===== src/rtl/vout_pkg.sv =====
// Shared types and constants for the sequential BCD converter feeding the
// 7-segment display muxer.
package vout_pkg;

   typedef enum logic [1:0] {
      IDLE  = 2'd0,
      LOAD  = 2'd1,
      SHIFT = 2'd2,
      DONE  = 2'd3
   } state_t;

   // One double-dabble step per bit of the 32-bit magnitude register.
   localparam int SHIFT_CYCLES = 32;

   // Largest value representable in `digits` BCD digits: 10^digits - 1.
   // 33 bits wide so it compares directly against the 33-bit magnitude.
   function automatic logic [32:0] bcd_max(input int digits);
      logic [32:0] p;
      p = 33'd1;
      for (int i = 0; i < digits; i++) begin
         p = p * 33'd10;
      end
      return p - 33'd1;
   endfunction

endpackage


===== src/rtl/bcd_nibble_adj.sv =====
// Double-dabble correction cell: adds 3 to a BCD digit that is 5 or more so
// the following left shift carries correctly into the next digit.
module bcd_nibble_adj (
   input  logic [3:0] d,
   output logic [3:0] q
);

   // Add-3-if-greater-or-equal-5.
   always_comb begin
      q = d;
      if (d >= 4'd5) begin
         q = d + 4'd3;
      end
   end

endmodule


===== src/rtl/vout_bcd_conv.sv =====
// Signed 32-bit to sign / saturated packed-BCD converter for the display
// muxer. Bit-serial double-dabble, one magnitude bit per clock; results are
// published together with a one-cycle bcd_valid pulse.
//
// Optional build macro VOUT_BCD_BLANK_EN adds the `blank` output, which flags
// leading-zero digits (digit 0 is never blanked).
//
// state | meaning
// IDLE  | waiting for start; outputs hold the last result
// LOAD  | sign, absolute value and saturation of the captured value
// SHIFT | 32 shift-add-3 steps into the BCD accumulator
// DONE  | publish bcd/neg/ovf, pulse bcd_valid, drop busy
module vout_bcd_conv
   import vout_pkg::*;
#(
   parameter int DIGITS = 4
) (
   input  logic                  clk,
   input  logic                  rst,
   input  logic signed [31:0]    value,
   input  logic                  start,
   output logic                  busy,
   output logic [4*DIGITS-1:0]   bcd,
   output logic                  neg,
   output logic                  ovf,
   output logic                  bcd_valid
`ifdef VOUT_BCD_BLANK_EN
   ,
   output logic [DIGITS-1:0]     blank
`endif
);

   localparam int          BCD_W  = 4 * DIGITS;
   localparam logic [32:0] MAXVAL = bcd_max(DIGITS);

   state_t             state;
   state_t             state_nxt;
   logic [31:0]        hold;
   logic [31:0]        sh;
   logic [BCD_W-1:0]   acc;
   logic [BCD_W-1:0]   acc_adj;
   logic [4:0]         cnt;
   logic               neg_r;
   logic               ovf_r;
   logic [32:0]        mag_abs;
   logic [31:0]        mag_sat;

   // State register.
   always_ff @(posedge clk) begin
      if (rst) begin
         state <= IDLE;
      end else begin
         state <= state_nxt;
      end
   end

   // Next-state logic; start is only looked at in IDLE so it is ignored while busy.
   always_comb begin
      state_nxt = state;
      case (state)
         IDLE:    if (start) state_nxt = LOAD;
         LOAD:    state_nxt = SHIFT;
         SHIFT:   if (cnt == 5'(SHIFT_CYCLES - 1)) state_nxt = DONE;
         DONE:    state_nxt = IDLE;
         default: state_nxt = IDLE;
      endcase
   end

   // Absolute value in 33 bits so -2^31 maps to +2^31, then clamp to the
   // largest displayable value; the clamp also keeps every digit below 10.
   always_comb begin
      mag_abs = hold[31] ? (33'd0 - {hold[31], hold}) : {1'b0, hold};
      mag_sat = (mag_abs > MAXVAL) ? MAXVAL[31:0] : mag_abs[31:0];
   end

   // One correction cell per digit of the accumulator.
   for (genvar g = 0; g < DIGITS; g++) begin : g_adj
      bcd_nibble_adj u_adj (
         .d (acc[4*g +: 4]),
         .q (acc_adj[4*g +: 4])
      );
   end

`ifdef VOUT_BCD_BLANK_EN
   logic [DIGITS-1:0] blank_nxt;
   logic              zero_run;

   // A digit blanks only if it and everything above it are zero.
   always_comb begin
      blank_nxt = '0;
      zero_run  = 1'b1;
      for (int i = DIGITS - 1; i >= 1; i--) begin
         zero_run     = zero_run & (acc[4*i +: 4] == 4'd0);
         blank_nxt[i] = zero_run;
      end
   end
`endif

   // Datapath and published outputs; outputs only change in DONE so the
   // display never sees a partial result.
   always_ff @(posedge clk) begin
      if (rst) begin
         hold      <= '0;
         sh        <= '0;
         acc       <= '0;
         cnt       <= '0;
         neg_r     <= 1'b0;
         ovf_r     <= 1'b0;
         busy      <= 1'b0;
         bcd       <= '0;
         neg       <= 1'b0;
         ovf       <= 1'b0;
         bcd_valid <= 1'b0;
`ifdef VOUT_BCD_BLANK_EN
         blank     <= '0;
`endif
      end else begin
         bcd_valid <= 1'b0;
         case (state)
            IDLE: begin
               if (start) begin
                  hold <= value;
                  busy <= 1'b1;
               end
            end
            LOAD: begin
               neg_r <= hold[31];
               ovf_r <= (mag_abs > MAXVAL);
               sh    <= mag_sat;
               acc   <= '0;
               cnt   <= '0;
            end
            SHIFT: begin
               {acc, sh} <= {acc_adj, sh} << 1;
               cnt       <= cnt + 5'd1;
            end
            DONE: begin
               bcd       <= acc;
               neg       <= neg_r;
               ovf       <= ovf_r;
               bcd_valid <= 1'b1;
               busy      <= 1'b0;
`ifdef VOUT_BCD_BLANK_EN
               blank     <= blank_nxt;
`endif
            end
            default: ;
         endcase
      end
   end

endmodule


===== config.mk =====
export PLATFORM = sky130hd
export DESIGN_NAME = vout_bcd_conv
export DESIGN_NICKNAME = d
export VERILOG_FILES = /design/src/rtl/vout_pkg.sv /design/src/rtl/bcd_nibble_adj.sv /design/src/rtl/vout_bcd_conv.sv
export SDC_FILE = /design/constraint.sdc
export NUM_CORES = 1
export LEC_CHECK = 0
export ABC_CLOCK_PERIOD_IN_PS = 5300
export BUFFER_PORTS_ARGS = -buffer_cell sky130_fd_sc_hd__buf_2
export CORE_MARGIN = 3
export CORE_UTILIZATION = 38
export DETAILED_ROUTE_END_ITERATION = 6
export GPL_ROUTABILITY_DRIVEN = 0
export GPL_TIMING_DRIVEN = 0
export PLACE_DENSITY_LB_ADDON = 0.08
export SLEW_MARGIN = 15
export SYNTH_ARGS = -nofsm -noshare
export SYNTH_HDL_FRONTEND = slang
export SYNTH_SLANG_ARGS = --single-unit

===== constraint.sdc =====
create_clock -name clk -period 5.3 [get_ports clk]
set_input_delay 0.265 -clock clk [delete_from_list [all_inputs] [get_ports clk]]
set_output_delay 0.265 -clock clk [all_outputs]
set_load 0.01 [all_outputs]

== Yosys cells after proc, flatten, opt, wreduce, memory -nomap -nowiden ==
Cells that the tools add are included.

* Reduce and logical (&&, ||, !) cells: 6
* Multiplexer cells: 15
* $add $sub $neg: 6
* $lt $le $gt $ge: 5
* Equality and inequality tests: 6

{| class="wikitable"
|+ Operators with widths
! cell !! number
|-
| $pmux W32 S2 || 1
|-
| $gt A33 B14 Y1 const B || 1
|-
| $mux W33 || 1
|-
| $sub A1 B32 Y33 const A || 1
|-
| $mux W32 || 1
|-
| $pmux W16 S2 || 1
|-
| $ge A4 B3 Y1 const B || 4
|-
| $add A4 B2 Y4 const B || 3
|-
| $mux W4 || 3
|-
| $pmux W5 S2 || 1
|-
| $pmux W2 S4 || 1
|-
| $reduce_and A2 Y1 || 3
|-
| $add A5 B1 Y5 const B || 1
|-
| $eq A5 B5 Y1 const B || 1
|-
| $eq A2 B2 Y1 const B || 2
|-
| $mux W2 || 2
|-
| $ne A2 B2 Y1 const B || 2
|-
| $reduce_bool A2 Y1 || 2
|-
| $add A3 B2 Y3 const B || 1
|-
| $mux W3 || 1
|-
| $eq A2 B1 Y1 const B || 1
|-
| $logic_not A2 Y1 || 1
|-
| $mux W1 || 2
|-
| $pmux W1 S2 || 1
|}

* Output and inout bits: 20
* Flip-flop bits (word level): 109
* Logic and storage cells: 50
* Input port bits: 35

== Depth between registers and ports, before layout ==
* Depth in word-level cells: 5
* Depth in mapped cells: 12
* Mapped depth without buffers: 10

== Cells and area by module ==
Synthesis repeated with hierarchy kept, for this count alone.

* Cell total of the unflattened synthesis: 726
* Area, all modules: 5,753.0 sq um

{| class="wikitable"
|+ By module, submodules not included
! module !! area an instance (sq um) !! sequential area each (sq um) !! cells each !! times used
|-
| vout_bcd_conv || 5,347.6 || 2,182.1 || 662 || 1
|-
| bcd_nibble_adj || 101.3 || 0.0 || 16 || 4
|}

== Worst setup path after synthesis ==
Ideal clock, no wire load.

* Kind: reg2reg
* Start: reg hold[2]
* End: reg sh[9]
* Stages on the path, launching flop included: 12
* Buffers on the path: 3
* Slack: 2.223 ns
* Setup time: 0.127 ns
* Clock period less this slack: 3.077 ns
* Required time: 5.173 ns
* Arrival time: 2.949 ns
* Cells stage by stage: dfxtp_1 buf_6 or4_4 buf_6 nor4_4 a31oi_1 o41ai_1 a21oi_1 or4b_4 nor3_4 buf_6 a31oi_1

* Cells in the longest elaborated chain, start to end: 5

{| class="wikitable"
|+ RTL lines
! element !! RTL line !! text
|-
| from (decl) || vout_bcd_conv.sv:38 || <nowiki>logic [31:0] hold;</nowiki>
|-
| from (signal assigned) || vout_bcd_conv.sv:122 || <nowiki>hold <= value;</nowiki>
|-
| $sub A1 B32 Y33 || vout_bcd_conv.sv:72 || <nowiki>mag_abs = hold[31] ? (33'd0 - {hold[31], hold}) : {1'b0, hold};</nowiki>
|-
| $mux W33 * || vout_bcd_conv.sv:72 ||
|-
| $gt A33 B14 Y1 || vout_bcd_conv.sv:73 || <nowiki>mag_sat = (mag_abs > MAXVAL) ? MAXVAL[31:0] : mag_abs[31:0];</nowiki>
|-
| $mux W32 * || vout_bcd_conv.sv:73 ||
|-
| $pmux W32 S2 * || vout_bcd_conv.sv:119 || <nowiki>case (state)</nowiki>
|-
| to (signal assigned) || vout_bcd_conv.sv:129 || <nowiki>sh <= mag_sat;</nowiki>
|-
| to (signal assigned) || vout_bcd_conv.sv:134 || <nowiki>{acc, sh} <= {acc_adj, sh} << 1;</nowiki>
|-
| to (decl) || vout_bcd_conv.sv:39 || <nowiki>logic [31:0] sh;</nowiki>
|}

Every way passes the cells marked *; elsewhere a longest branch is shown, timed or not.
A chain may end at the register's enable or synchronous reset.

== Worst setup path after layout ==
* Start: reg hold[0]
* End: reg sh[2]

The elaborated chain is that of the path after synthesis.

==> qor.csv <==
stage,metric,value,unit
outcome,status,"complete, no violations",
sta,minimum clock period,3.754,ns
synthesis,Post-synth EDFFs,0,
cts,clk_lat worst skew,0.35,ns
place,hpwl dp,10.95,mm
cells_and_area,"commonest non-fill, non-tap cell in the layout",nand2_1,
sta,Final Skew,0.005234,ns
power,PwrDens,465.0,mW/mm2
cts,CTS Buffer Depth,2,
cts,CTS Root Buffer Type,clkbuf_16,
route,Detailed Route WL,15.10,mm
setup_path,Crit Path Category,reg2reg,
synthesis,synthesized net count,772,
route,drt initial violations,321,
setup_path,CP peak stage delay,0.61,ns
sta,endpoints failing hold,0,
setup_path,worst-path fanout max,10,
setup_path,FF-to-FF Start,hold[0],
sta,Max transition margin,47.63,%
die,core area,0.01415,mm2
sta,worst hold slack,0.1440,ns
setup_path,Crit path max-delay family,simple AND/OR/NAND/NOR gates,
setup_path,Worst EP arrival,3.99,ns
route,vias per cell,5.497,
synthesis,#FFs+latches synth,109,
grt,global route total overflow,0,
grt,largest net degree at the start of global routing,17,
place,IO Port Bufs,54,
setup_path,Critical Path RT,5.54,ns
cells_and_area,ANT cells,0,
route,Post-DRT Antenna Nets,0,
grt,GRT Util Overall,18.92,%
grt,initial antenna violation count,0,
route,WL/cell,15.54,um
power,Leak,2.337,nW
setup_path,CP startpoint kind,register,
cells_and_area,fill cell count,1456,
route,# DRC,0,
synthesis,Synth Flop Type,dfxtp_1,
die,I/O pins,55,
synthesis,Synth cell types,59,
hold_path,min-delay src,value[18],
sta,Final Max Slew Viols,0,
cts,# resized after CTS,0,
cells_and_area,nets@finish,837,
synthesis,Synth async-reset ratio,0,%
die,die height,127.4,um
synthesis,Synth warnings,0,
cts,CTS sink cnt,109,
synthesis,cells after synthesis,722,
sta,unrepaired setup endpoints after global routing,false,
cells_and_area,utilization after layout,45.35,%
die,die area,0.01624,mm2
cells_and_area,most frequent cells in the layout,"120 x nand2_1, 109 x dfxtp_1, 77 x a21oi_1, 67 x nor2_1, 56 x buf_2",
power,peak supply drop,0.1808,mV
grt,vias in the first global route,5178,
synthesis,"Seq/Total Area, Yosys",38.95,%
cts,TritonCTS clock tree,built,
die,standard-cell row count,43,
cells_and_area,area delta synth->final,14.54,%
cts,H-tree depth,3,
power,total power,2.984,mW
place,Placed Cells,956,
grt,first-pass GRT wire length,25.37,mm
setup_path,CP bufs+invs,3,
hold_path,min-delay worst type,in2reg,
setup_path,Crit. End Element,register,
setup_path,cell breakdown of the critical path,inv_1 -> ha_1 -> nor4b_1 -> and2_1 -> buf_2 -> a41oi_1 -> o41ai_1 -> a21oi_1 -> or4b_4 -> nor3_4 -> buf_6 -> o21ai_0,
cells_and_area,share of layout cells above drive strength 1,10.61,%
cts,clock slew at reported path FFs,0.07,ns
cts,CTS Hold Buffers Added,0,
synthesis,mean post-synth cell area,7.760,um2
route,drt pass-1 iters,5,
setup_path,CP Launch Point,hold[0],
sta,Fmax achieved,266.4,MHz
route,via count,5343,
sta,Post-Route Setup TNS,0,ns
die,Die W,127.4,um
cts,cts bufs inserted,9,
sta,Least-Margin Pin Slew,0.7855,ns
run,# Max-Cap Violations,0,
sta,Finish-stage setup viols,0,
die,Initial Util,39.60,%
setup_path,Crit-path slowest cell,nor4b_1,
synthesis,synthesized area,0.005603,mm2
cts,post-CTS setup buffers,0,
sta,fin crit share,70.83,%
cells_and_area,"Cell Count, Final, Fillers Out",972,
==> flip-flops by register name, summed over array words and instances (netlist names) <==
register and cells:
sh 32, hold 32, cnt 5, busy 1, bcd_valid 1, ovf 1
state 2, acc 16, bcd 16, neg_r 1, neg 1, ovf_r 1
==> report_power, final <==
group | internal [mW] | leakage (nW) | switching, mW | total [mW]
logic | 0.424 | 1.30 | 0.846 | 1.27
registers | 0.905 | 0.885 | 0.0739 | 0.978
clock network | 0.429 | 0.154 | 0.307 | 0.736
total | 1.76 | 2.34 | 1.23 | 2.98
==> routing by layer <==
layer | vias up | track usage, % | share of wire (%)
li1 | 2667 | - | -
met1 | 2499 | 24.52 | 46
met2 | 151 | 31.77 | 47
met3 | 26 | 3.177 | 4.6
met4 | 0 | 6.688 | 2.1
met5 | - | 0 | 0
==> cells in the mapped netlist, types with 4 or more instances <==
master / instances / area (um2)
a21o_1: 5 / 37.54
a21oi_1: 77 / 385.4
a22oi_1: 10 / 75.07
a31oi_1: 10 / 62.56
a32oi_1: 5 / 43.79
and3_1: 4 / 25.02
buf_1: 8 / 30.03
clkbuf_1: 47 / 176.4
dfxtp_1: 109 / 2182
ha_1: 15 / 187.7
inv_1: 22 / 82.58
mux2i_1: 23 / 230.2
nand2_1: 120 / 450.4
nand2b_1: 8 / 50.05
nand3_1: 28 / 140.1
nand4_1: 9 / 56.30
nor2_1: 67 / 251.5
nor3_1: 16 / 80.08
nor4_1: 9 / 56.30
o21ai_0: 25 / 125.1
o311ai_0: 6 / 52.55
o31ai_1: 8 / 60.06
or3_1: 6 / 37.54
or4_1: 7 / 52.55
xnor2_1: 11 / 96.34
xor2_1: 9 / 78.83
==> worst reg2reg max path, stage by stage, from the launching register on <==
cell and delay (ns):
dfxtp_1 0.38, inv_1 0.08, ha_1 0.26, nor4b_1 0.62
and2_1 0.21, buf_2 0.23, a41oi_1 0.22, o41ai_1 0.42
a21oi_1 0.07, or4b_4 0.60, nor3_4 0.27, buf_6 0.18
o21ai_0 0.10
==> metrics by stage <==
stage                     setup slack [ns]  area, um2
final                                1.546       6417
after global placement               1.600       6098
after global routing                 1.218       6417
after detailed placement             1.554       6098
after floorplan                      2.223       5603
after CTS                            1.526       6417
==> kinds of logic (layout without fill, tap and decap cells) <==
family,Yosys count,count (layout),share of synthesized area [%]
AOI/OAI and AO/OA,176,176,19.38
xor gates and xnor gates,20,20,3.126
adders and majority gates,15,15,3.350
buffers and inverters,82,152,5.940
DFF,109,109,38.95
muxes,25,25,4.511
and+or+nand+nor,295,295,24.74
==> worst paths after layout <==
kind / to / slack [ns] / depth (start not counted)
min reg2reg: sh[29] / 0.46 / 2
max: sh[2] / 1.55 / 12
max reg2reg: sh[2] / 1.55 / 12
min: hold[18] / 0.14 / 3
==> cell type report <==
cell class / count / area (um2) / share of cell area, %
buffer: 60 / 250.2 / 3.899
clock buffer: 13 / 250.2 / 3.899
clock inverter: 3 / 68.82 / 1.072
inverter: 22 / 82.58 / 1.287
multi-input combinational: 531 / 3088 / 48.12
sequential: 109 / 2182 / 34.00
tap: 180 / 225.2 / 3.509
timing repair buffer: 54 / 270.3 / 4.211
No activity file was read; power rests on OpenSTA's default activity.
